$ cat src/rtl/ecc_pkg.sv
// rtl/ecc_pkg.sv - shared SECDED sizing helpers and status encoding
package ecc_pkg;

    typedef enum logic [1:0] {
        NoErr     = 2'd0,
        SingleErr = 2'd1,
        DoubleErr = 2'd2
    } ecc_status_e;

    // Number of Hamming parity bits p with 2^p >= data_width + p + 1.
    function automatic int get_cw_width(input int data_width);
        int p;
        p = 1;
        while ((1 << p) < (data_width + p + 1)) begin
            p++;
        end
        return p;
    endfunction

    function automatic int ecc_lane_idx_width(input int num_lanes);
        return (num_lanes > 1) ? $clog2(num_lanes) : 1;
    endfunction

endpackage

$ cat src/rtl/ecc_decode.sv
// rtl/ecc_decode.sv - combinational extended-Hamming (SECDED) decoder for one lane
module ecc_decode
    import ecc_pkg::*;
#(
    parameter int DataWidth = 64
) (
    input  logic [DataWidth+get_cw_width(DataWidth):0] codeword,
    output logic [DataWidth-1:0]                       data,
    output logic [get_cw_width(DataWidth)-1:0]         syndrome,
    output logic                                       single_err,
    output logic                                       double_err
);

    localparam int ParityWidth   = get_cw_width(DataWidth);
    localparam int CodeWordWidth = DataWidth + ParityWidth;

    function automatic logic [CodeWordWidth-1:0] syn_mask(input int bit_idx);
        logic [CodeWordWidth-1:0] m;
        m = '0;
        for (int j = 0; j < CodeWordWidth; j++) begin
            m[j] = (((j + 1) >> bit_idx) & 1) != 0;
        end
        return m;
    endfunction

    // Code index of the data_idx-th non-power-of-two position.
    function automatic int data_pos(input int data_idx);
        int k;
        int pos;
        k   = 0;
        pos = 0;
        for (int j = 0; j < CodeWordWidth; j++) begin
            if (((j + 1) & j) != 0) begin
                if (k == data_idx) pos = j;
                k++;
            end
        end
        return pos;
    endfunction

    for (genvar i = 0; i < ParityWidth; i++) begin : g_syn
        localparam logic [CodeWordWidth-1:0] Mask = syn_mask(i);
        assign syndrome[i] = ^(codeword[CodeWordWidth-1:0] & Mask);
    end

    // Syndromes pointing past the codeword match no position, so data passes through.
    for (genvar d = 0; d < DataWidth; d++) begin : g_data
        localparam int Pos = data_pos(d);
        assign data[d] = codeword[Pos] ^ (syndrome == ParityWidth'(Pos + 1));
    end

    logic        parity;
    ecc_status_e status;

    assign parity = ^codeword;

    always_comb begin
        status = NoErr;
        if (parity) begin
            status = SingleErr;
        end else if (syndrome != '0) begin
            status = DoubleErr;
        end
    end

    assign single_err = (status == SingleErr);
    assign double_err = (status == DoubleErr);

endmodule

$ cat src/rtl/ecc_decode_stream.sv
// rtl/ecc_decode_stream.sv - multi-lane streaming SECDED decoder with error counters and capture
module ecc_decode_stream
    import ecc_pkg::*;
#(
    parameter int DataWidth     = 64,
    parameter int NumLanes      = 4,
    parameter int CntWidth      = 16,
    parameter int ParityWidth   = get_cw_width(DataWidth),
    parameter int CodeWordWidth = DataWidth + ParityWidth,
    parameter int LaneIdxWidth  = ecc_lane_idx_width(NumLanes)
) (
    input  logic                                 clk_i,
    input  logic                                 rst_i,
    input  logic                                 in_valid_i,
    output logic                                 in_ready_o,
    input  logic [NumLanes*(CodeWordWidth+1)-1:0] in_data_i,
    output logic                                 out_valid_o,
    input  logic                                 out_ready_i,
    output logic [NumLanes*DataWidth-1:0]        out_data_o,
    output logic [NumLanes-1:0]                  out_single_err_o,
    output logic [NumLanes-1:0]                  out_double_err_o,
    output logic [NumLanes*ParityWidth-1:0]      out_syndrome_o,
    input  logic                                 clear_i,
    output logic [CntWidth-1:0]                  single_cnt_o,
    output logic [CntWidth-1:0]                  double_cnt_o,
    output logic                                 first_dbl_valid_o,
    output logic [LaneIdxWidth-1:0]              first_dbl_lane_o,
    output logic [ParityWidth-1:0]               first_dbl_syndrome_o
);

    localparam int LaneWidth = CodeWordWidth + 1;
    localparam int IncWidth  = LaneIdxWidth + 1;
    localparam int SumWidth  = CntWidth + LaneIdxWidth + 1;
    localparam logic [SumWidth-1:0] CntMax = (SumWidth'(1) << CntWidth) - SumWidth'(1);

    logic [NumLanes*DataWidth-1:0]   dec_data;
    logic [NumLanes-1:0]             dec_single;
    logic [NumLanes-1:0]             dec_double;
    logic [NumLanes*ParityWidth-1:0] dec_syndrome;

    for (genvar k = 0; k < NumLanes; k++) begin : g_lane
        ecc_decode #(
            .DataWidth(DataWidth)
        ) u_dec (
            .codeword  (in_data_i[k*LaneWidth +: LaneWidth]),
            .data      (dec_data[k*DataWidth +: DataWidth]),
            .syndrome  (dec_syndrome[k*ParityWidth +: ParityWidth]),
            .single_err(dec_single[k]),
            .double_err(dec_double[k])
        );
    end

    logic                    accept;
    logic [IncWidth-1:0]     single_inc;
    logic [IncWidth-1:0]     double_inc;
    logic [LaneIdxWidth-1:0] dbl_lane;
    logic [ParityWidth-1:0]  dbl_syndrome;

    assign in_ready_o = ~out_valid_o | out_ready_i;
    assign accept     = in_valid_i & in_ready_o;
    assign single_inc = accept ? IncWidth'($countones(dec_single)) : '0;
    assign double_inc = accept ? IncWidth'($countones(dec_double)) : '0;

    // Walk downward so the lowest failing lane wins.
    always_comb begin
        dbl_lane     = '0;
        dbl_syndrome = '0;
        for (int k = NumLanes - 1; k >= 0; k--) begin
            if (dec_double[k]) begin
                dbl_lane     = LaneIdxWidth'(k);
                dbl_syndrome = dec_syndrome[k*ParityWidth +: ParityWidth];
            end
        end
    end

    function automatic logic [CntWidth-1:0] next_count(input logic [CntWidth-1:0] cur,
                                                       input logic                clr,
                                                       input logic [IncWidth-1:0] inc);
        logic [SumWidth-1:0] sum;
        sum = (clr ? '0 : SumWidth'(cur)) + SumWidth'(inc);
        return (sum > CntMax) ? CntMax[CntWidth-1:0] : sum[CntWidth-1:0];
    endfunction

    always_ff @(posedge clk_i) begin
        if (rst_i) begin
            out_valid_o      <= 1'b0;
            out_data_o       <= '0;
            out_single_err_o <= '0;
            out_double_err_o <= '0;
            out_syndrome_o   <= '0;
        end else if (in_ready_o) begin
            out_valid_o <= in_valid_i;
            if (in_valid_i) begin
                out_data_o       <= dec_data;
                out_single_err_o <= dec_single;
                out_double_err_o <= dec_double;
                out_syndrome_o   <= dec_syndrome;
            end
        end
    end

    always_ff @(posedge clk_i) begin
        if (rst_i) begin
            single_cnt_o <= '0;
            double_cnt_o <= '0;
        end else if (accept | clear_i) begin
            single_cnt_o <= next_count(single_cnt_o, clear_i, single_inc);
            double_cnt_o <= next_count(double_cnt_o, clear_i, double_inc);
        end
    end

    always_ff @(posedge clk_i) begin
        if (rst_i) begin
            first_dbl_valid_o    <= 1'b0;
            first_dbl_lane_o     <= '0;
            first_dbl_syndrome_o <= '0;
        end else if (accept & (|dec_double) & (~first_dbl_valid_o | clear_i)) begin
            first_dbl_valid_o    <= 1'b1;
            first_dbl_lane_o     <= dbl_lane;
            first_dbl_syndrome_o <= dbl_syndrome;
        end else if (clear_i) begin
            first_dbl_valid_o    <= 1'b0;
            first_dbl_lane_o     <= '0;
            first_dbl_syndrome_o <= '0;
        end
    end

endmodule

$ cat config.mk
export PLATFORM = sky130hd
export DESIGN_NAME = ecc_decode_stream
export DESIGN_NICKNAME = d
export VERILOG_FILES = /design/src/rtl/ecc_pkg.sv /design/src/rtl/ecc_decode.sv /design/src/rtl/ecc_decode_stream.sv
export SDC_FILE = /design/constraint.sdc
export NUM_CORES = 1
export LEC_CHECK = 0
export BUFFER_PORTS_ARGS = -buffer_cell sky130_fd_sc_hd__buf_2
export CAP_MARGIN = 20
export CORE_AREA = 2 2 247 249
export DETAILED_ROUTE_END_ITERATION = 16
export DIE_AREA = 0 0 249 251
export PLACE_DENSITY = 0.69
export SETUP_SLACK_MARGIN = 0.5
export SYNTH_ARGS = -nofsm -noshare
export SYNTH_HDL_FRONTEND = slang
export SYNTH_HIERARCHICAL = 1
export SYNTH_SLANG_ARGS = --single-unit
$ cat constraint.sdc
create_clock -name clk_i -period 7.8 [get_ports clk_i]
set_input_delay 0.39 -clock clk_i [delete_from_list [all_inputs] [get_ports clk_i]]
set_output_delay 0.39 -clock clk_i [all_outputs]
set_load 0.005 [all_outputs]
# Word level (Yosys, flattened, before mapping)
# Index checks and enable logic that the tools add are counted.
[classes]
add_sub_neg = 8
n_mul = 0
n_div = 0
magnitude_cmp = 2
eq_ne = 264
shifts = 0
n_mux = 28
bitwise_logic = 264
n_reduce_logical = 39
[op_table]
columns = ["cell", "n"]
rows = [
  ["$reduce_xor A71 Y1", 28],
  ["$eq A7 B6 Y1 const B", 124],
  ["$eq A7 B5 Y1 const B", 60],
  ["$reduce_xor A72 Y1", 4],
  ["$xor A1 B1 Y1", 256],
  ["$eq A7 B4 Y1 const B", 28],
  ["$eq A7 B7 Y1 const B", 28],
  ["$eq A7 B3 Y1 const B", 12],
  ["$mux W16", 4],
  ["$mux W7", 6],
  ["$add A16 B3 Y17", 2],
  ["$gt A17 B16 Y1 const B", 2],
  ["$eq A7 B2 Y1 const B", 4],
  ["$mux W2", 14],
  ["$reduce_bool A7 Y1", 4],
  ["$add A1 B1 Y2", 4],
  ["$eq A2 B1 Y1 const B", 4],
  ["$eq A2 B2 Y1 const B", 4],
  ["$add A2 B2 Y3", 2],
  ["$mux W3", 2],
  ["$reduce_or A4 Y1", 1],
  ["$and A1 B1 Y1", 3],
  ["$or A1 B1 Y1", 3],
  ["$mux W1", 2],
  ["other kinds (3)", 4],
]
[totals]
regBits = 335
latch_bits = 0
ramBits = 0
rom_bits = 0
in_bits = 293
out_inout_bits = 336
word_cells = 615
n_memories = 0

# Logic depth before layout (Yosys ltp)
[logic_depth]
ltp_word = 11
depth_mapped = 20
ltp_nobuf = 18

# Cells and area by module
# Netlist, hierarchy kept.
[modules_own_cells]
columns = ["mod", "n_inst", "cells_each", "area_each_um2", "seq_area_each_um2"]
rows = [
  ["ecc_decode_stream", 1, 1595, 12523.3, 6706.4],
  ["ecc_decode (g_lane[1].u_dec ...)", 3, 305, 2548.7, 0.0],
  ["ecc_decode (g_lane[0].u_dec)", 1, 308, 2562.5, 0.0],
]

# Worst setup path after synthesis
# No wires, ideal clock.
[synth_path]
path_type = "input -> register"
startpoint = "input in_data_i[17]"
endpoint = "register double_cnt_o[14]"
setup_time_ps = 128
arrival_time_ps = 4830
required_time_ps = 7672
slack_ps = 2842
path_stages = 18
path_buffers = 1
path_cell_list = "xnor2_1 xnor3_1 xnor3_1 xnor3_1 nand2b_1 mux2i_1 buf_2 a31oi_1 fa_1 ha_1 ha_1 and3_1 ha_1 a21oi_1 or4_4 nor4_2 mux2i_1 nor2_1"
[synth_between]
elab_chain_len = 11
word_cells_on_any_way = 13
classes_between = "add/sub (3); order compare (1); eq/ne (1); mux (4); reduce/logical (4)"
[synth_rtl]
columns = ["item", "line_no", "text"]
rows = [
  ["start, declared", "ecc_decode_stream.sv:16", "input logic [NumLanes*(CodeWordWidth+1)-1:0] in_data_i,"],
  ["$reduce_xor A71 Y1", "ecc_decode.sv:43", "assign syndrome[i] = ^(codeword[CodeWordWidth-1:0] & Mask);"],
  ["$reduce_bool A7 Y1", "ecc_decode.sv:61", "end else if (syndrome != '0) begin"],
  ["$mux W2", "ecc_decode.sv:61", ""],
  ["$mux W2 *", "ecc_decode.sv:59", "if (parity) begin"],
  ["$eq A2 B2 Y1 *", "ecc_decode.sv:67", "assign double_err = (status == DoubleErr);"],
  ["via dec_double[0]", "ecc_decode_stream.sv:38", "logic [NumLanes-1:0] dec_double;"],
  ["$add A1 B1 Y2 (not written as such) *", "ecc_decode_stream.sv:62", "assign double_inc = accept ? IncWidth'($countones(dec_double)) : '0;"],
  ["$add A2 B2 Y3 (not written as such) *", "ecc_decode_stream.sv:62", ""],
  ["$mux W3 *", "ecc_decode_stream.sv:62", ""],
  ["$add A16 B3 Y17 *", "ecc_decode_stream.sv:80", "sum = (clr ? '0 : SumWidth'(cur)) + SumWidth'(inc);"],
  ["$gt A17 B16 Y1", "ecc_decode_stream.sv:81", "return (sum > CntMax) ? CntMax[CntWidth-1:0] : sum[CntWidth-1:0];"],
  ["$mux W16 *", "ecc_decode_stream.sv:81", ""],
  ["end signal, assigned", "ecc_decode_stream.sv:108", "double_cnt_o <= next_count(double_cnt_o, clear_i, double_inc);"],
  ["end, declared", "ecc_decode_stream.sv:25", "output logic [CntWidth-1:0] double_cnt_o,"],
]
# Mark *: on every way through the listed nets, which the timed path passes. The rest lies on a longest branch.
# A chain may end at the register's enable or synchronous reset.

# Worst setup path in the final report
[layout_path]
startpoint = "input in_data_i[117]"
endpoint = "register double_cnt_o[12]"
[layout_between]
elab_chain_len = 11
word_cells_on_any_way = 15
classes_between = "add/sub (3); order compare (1); eq/ne (1); mux (4); reduce/logical (6)"
[layout_rtl]
columns = ["item", "line_no", "text"]
rows = [
  ["$reduce_xor A71 Y1 *", "ecc_decode.sv:43", ""],
  ["via dec_syndrome[9]", "ecc_decode_stream.sv:39", "logic [NumLanes*ParityWidth-1:0] dec_syndrome;"],
  ["$reduce_bool A7 Y1 *", "ecc_decode.sv:61", ""],
  ["$mux W2 *", "ecc_decode.sv:61", ""],
  ["$mux W2 *", "ecc_decode.sv:59", ""],
  ["$eq A2 B2 Y1 *", "ecc_decode.sv:67", ""],
  ["via dec_double[1]", "ecc_decode_stream.sv:38", ""],
  ["$add A1 B1 Y2 (not written as such) *", "ecc_decode_stream.sv:62", ""],
  ["$add A2 B2 Y3 (not written as such) *", "ecc_decode_stream.sv:62", ""],
  ["$mux W3 *", "ecc_decode_stream.sv:62", ""],
  ["$add A16 B3 Y17 *", "ecc_decode_stream.sv:80", ""],
  ["$gt A17 B16 Y1", "ecc_decode_stream.sv:81", ""],
  ["$mux W16 *", "ecc_decode_stream.sv:81", ""],
]
# Marked as above.

==> key figures <==
Outcome
  • Status: complete, no violations

Drt
  • Met1 WL: 34,100 um
  • DR WL met3: 6790 um
  • Mean routed wirelength per cell: 20.1 um
  • Metal2 WL: 39,700 um
  • Routed wire length: 83,600 um
  • Drt drc: 0
  • Drt first pass iters: 5
  • Via-per-instance ratio: 5.22
  • Top sig layer: met5
  • ANT nets after route: 0
  • Vias: 21,700
  • Starting DRC count in detailed routing: 1,740

Critical path
  • Crit path capture type: flop
  • R2R Setup Slk: 4.53 ns
  • Crit Path Max Fanout: 13
  • FF-to-FF End: out_syndrome_o[24]
  • R2R depth: 6
  • CP Launch Type: input port
  • CP Data Required Time: 8.28 ns
  • CP Class: input port to flop
  • Arrival @ worst endpoint: 5.89 ns
  • Reg2reg start: out_valid_o

Placed design
  • Placed instance count: 4,081
  • Gpl congestion: 0.953
  • Port Buffers: 628
  • Placed Area: 26,200 sq um
  • Detailed-placement wirelength estimate: 62,500 um
  • Setup slack at placement: 1.79 ns

Hold path
  • Worst Hold Class: input port to flop
  • Hold path cells: 4
  • Hold Crit Start: in_data_i[67]
  • Hold Crit Endpoint: out_data_o[60]

Clock network
  • Post-CTS Resized: 0
  • Setup bufs post-CTS: 0
  • CTS sink cnt: 335
  • Hold-fix buffers at CTS: 0
  • Clock-pin slew on the worst setup and hold paths: 0.06 ns
  • CTS tree: built
  • Longest Clk Path Bufs: 3
  • CTS root buf: clkbuf_16
  • H-tree level count: 2
  • CTS buffer count: 41
  • Clk Latency, worst-skew pair: 0.56 ns

Timing
  • RSZ-0062 raised after global routing: false
  • Worst setup margin: 2.39 ns
  • Final Hold Fails: 0
  • Max-slew violations: 0
  • Setup Viol. Count Final: 0
  • Hold WS: 0.145 ns
  • Worst Skew: 0.0175 ns
  • Worst Tran Pin Value: 1.10 ns
  • Peak Freq: 0.185 GHz
  • Final period util: 69.4%
  • Setup TNS: 0 ns
  • Slew headroom: 27.0%
  • Crit path time final: 5.41 ns

Global route
  • Total GRT Usage: 25.5%
  • First-pass GRT wire length: 125,000 um
  • Largest net degree at the start of global routing: 173
  • Total gr overflow: 0
  • Antenna violations before repair: 6
  • Vias in the first global route: 20,700

Floorplan
  • Die Y: 251 um
  • Die ar.: 62,500 sq um
  • Die X: 249 um
  • Std cell rows: 90
  • Initial Utilization: 38.0%
  • I/O pin cnt: 629
  • Core area: 59,800 sq um

Final layout
  • Post-Layout Cell Count: 4,162
  • Layout cell share with drive strength beyond 1: 24.4%
  • Area occupied by multi-input gates: 15,100 sq um
  • Final instance area: 27,700 sq um
  • Area growth from synthesis to layout: 21.8%
  • Filler cell count: 6,077
  • Post-layout nets: 3,651
  • FF+latch area: 6710 sq um

Yosys
  • Ys flop type: dfxtp_1
  • Post-synth ARST share: 0%
  • Seq/Total Area, Yosys: 29.5%
  • Largest family of logic cells by synthesized area: XOR/XNOR gates
  • Post-synthesis simple-gate area fraction: 21.3%
  • Post-synth EDFFs: 0
  • Synth warn: 6
  • Post-synthesis mux area share: 1.05%
  • Cells after synthesis: 2,818
  • Syn avg cell area: 8.07 sq um
  • Synth Area in Compound Gates: 9.89%
  • Synth Net Count: 3,126
  • Post-Synth XOR/XNOR Area: 33.2%
  • Synth top area share: 29.5%
  • Cell Area, Synth: 22,700 sq um
  • Largest area contributor in the netlist: dfxtp_1
  • Flops & latches, synth: 335
  • Top post-synthesis cells by area: dfxtp_1 (30%), xnor2_1 (27%), nand2_1 (10%)
  • Netlist cell types: 65
  • Adder-Cell Fraction of Synth Area: 0.958%

Pwr
  • Leak pwr: 0.0112 uW
  • Peak supply drop: 0.306 mV
  • Pwr Density: 445 nW/um^2

Run
  • Max Cap Viol: 0
[worst max-delay path: stages]
cell      delay (ns)
buf_2           0.13
xnor2_1         0.23
xnor2_1         0.12
xnor2_1         0.26
xor2_1          0.19
xnor3_1         0.66
nor3_2          0.78
a31oi_1         0.16
buf_4           0.24
fa_1            0.48
ha_1            0.20
ha_1            0.19
and3_1          0.17
ha_1            0.34
a21oi_1         0.15
nor4_1          0.51
nand2_2         0.21
and4_1          0.26
a211oi_1        0.21
[logic make-up after synthesis]
family	count (synthesis)
AO/OA/AOI/OAI	406
XOR/XNOR	803
adder cells (fa/ha/maj)	15
buffers and inverters	188
flip-flops	335
multiplexers	18
AND/OR/NAND/NOR	1053
[routing by layer]
layer	vias up	global-route usage (%)
li1	10400	-
met5	-	0
met1	10200	32.2
met2	945	42.9
met4	2	9.59
met3	179	5.33
[area by class of cell]
class	count	area share, %
Inverter	12	0.163
Multi-Input combinational cell	2295	54.6
Tap cell	782	3.53
Clock inverter	18	0.777
Sequential cell	335	24.2
Antenna cell	5	0.0452
Clock buffer	57	4.36
Timing Repair Buffer	658	12.3
[placed cells by master (no fill, tap or decap), types with 5 or more instances in the layout]
master	count
nor2_1	23
xnor2_1	689
nand2_1	629
clkbuf_8	8
a22o_1	7
nand2b_1	14
buf_2	627
and4_1	6
diode_2	5
mux2i_2	12
inv_1	12
and2_1	6
a31oi_1	13
nor3_1	23
a211oi_1	6
clkbuf_1	6
ha_1	11
clkbuf_16	43
xnor3_1	18
a21oi_1	316
nand4_1	16
or3_1	5
and3_1	21
o21ai_0	26
nand4b_1	9
nand3_1	240
nor2b_1	10
buf_4	26
nor3b_4	6
nand3_2	21
dfxtp_1	335
mux2i_1	5
a41oi_1	5
clkinv_2	6
xor2_1	64
xnor2_2	29
[state kept, by name, indices dropped and copies added, names as in the netlist]
signal / count
out_syndrome_o: 28
first_dbl_syndrome_o: 7
out_single_err_o: 4
out_double_err_o: 4
first_dbl_lane_o: 2
single_cnt_o: 16
out_valid_o: 1
double_cnt_o: 16
out_data_o: 256
first_dbl_valid_o: 1
[worst max path at each step]
stage	slack (ns)	cells past startpoint	end	start
finish	2.39	19	double_cnt_o[12]	in_data_i[117]
global route	1.95	19	double_cnt_o[12]	in_data_i[92]
CTS	2.39	19	double_cnt_o[12]	in_data_i[117]
detailed placement	1.79	19	double_cnt_o[12]	in_data_i[117]
global placement	1.65	19	double_cnt_o[12]	in_data_i[70]
floorplan	2.84	18	double_cnt_o[14]	in_data_i[17]
[synthesized netlist by cell type (5+ instances only)]
cell / instances
a211oi_1: 6
a21oi_1: 316
a22o_1: 7
a31oi_1: 15
a41oi_1: 5
and2_1: 6
and3_1: 21
and4_1: 6
buf_2: 58
buf_4: 17
buf_6: 11
clkbuf_1: 88
dfxtp_1: 335
ha_1: 11
inv_1: 12
mux2i_1: 5
mux2i_2: 12
nand2_1: 630
nand2b_1: 14
nand3_1: 240
nand3_2: 21
nand4_1: 16
nand4b_1: 9
nor2_1: 24
nor2b_1: 10
nor3_1: 23
nor3b_4: 6
o21ai_0: 26
or3_1: 5
xnor2_1: 689
xnor2_2: 29
xnor3_1: 18
xor2_1: 64
[through the flow]
step | util (%) | total power [uW]
detailed placement | 43.9 | 10400
global route | 46.3 | 13300
finish | 46.3 | 12300
floorplan | - | 7700
global placement | 43.8 | 10300
CTS | 46.3 | 12500
[power by group]
part	switching [uW]	internal, uW	leakage [uW]
clock network	822	1220	0.000693
logic	5490	2720	0.00771
registers	120	1950	0.00275
Power figures use the tool's default switching activity.
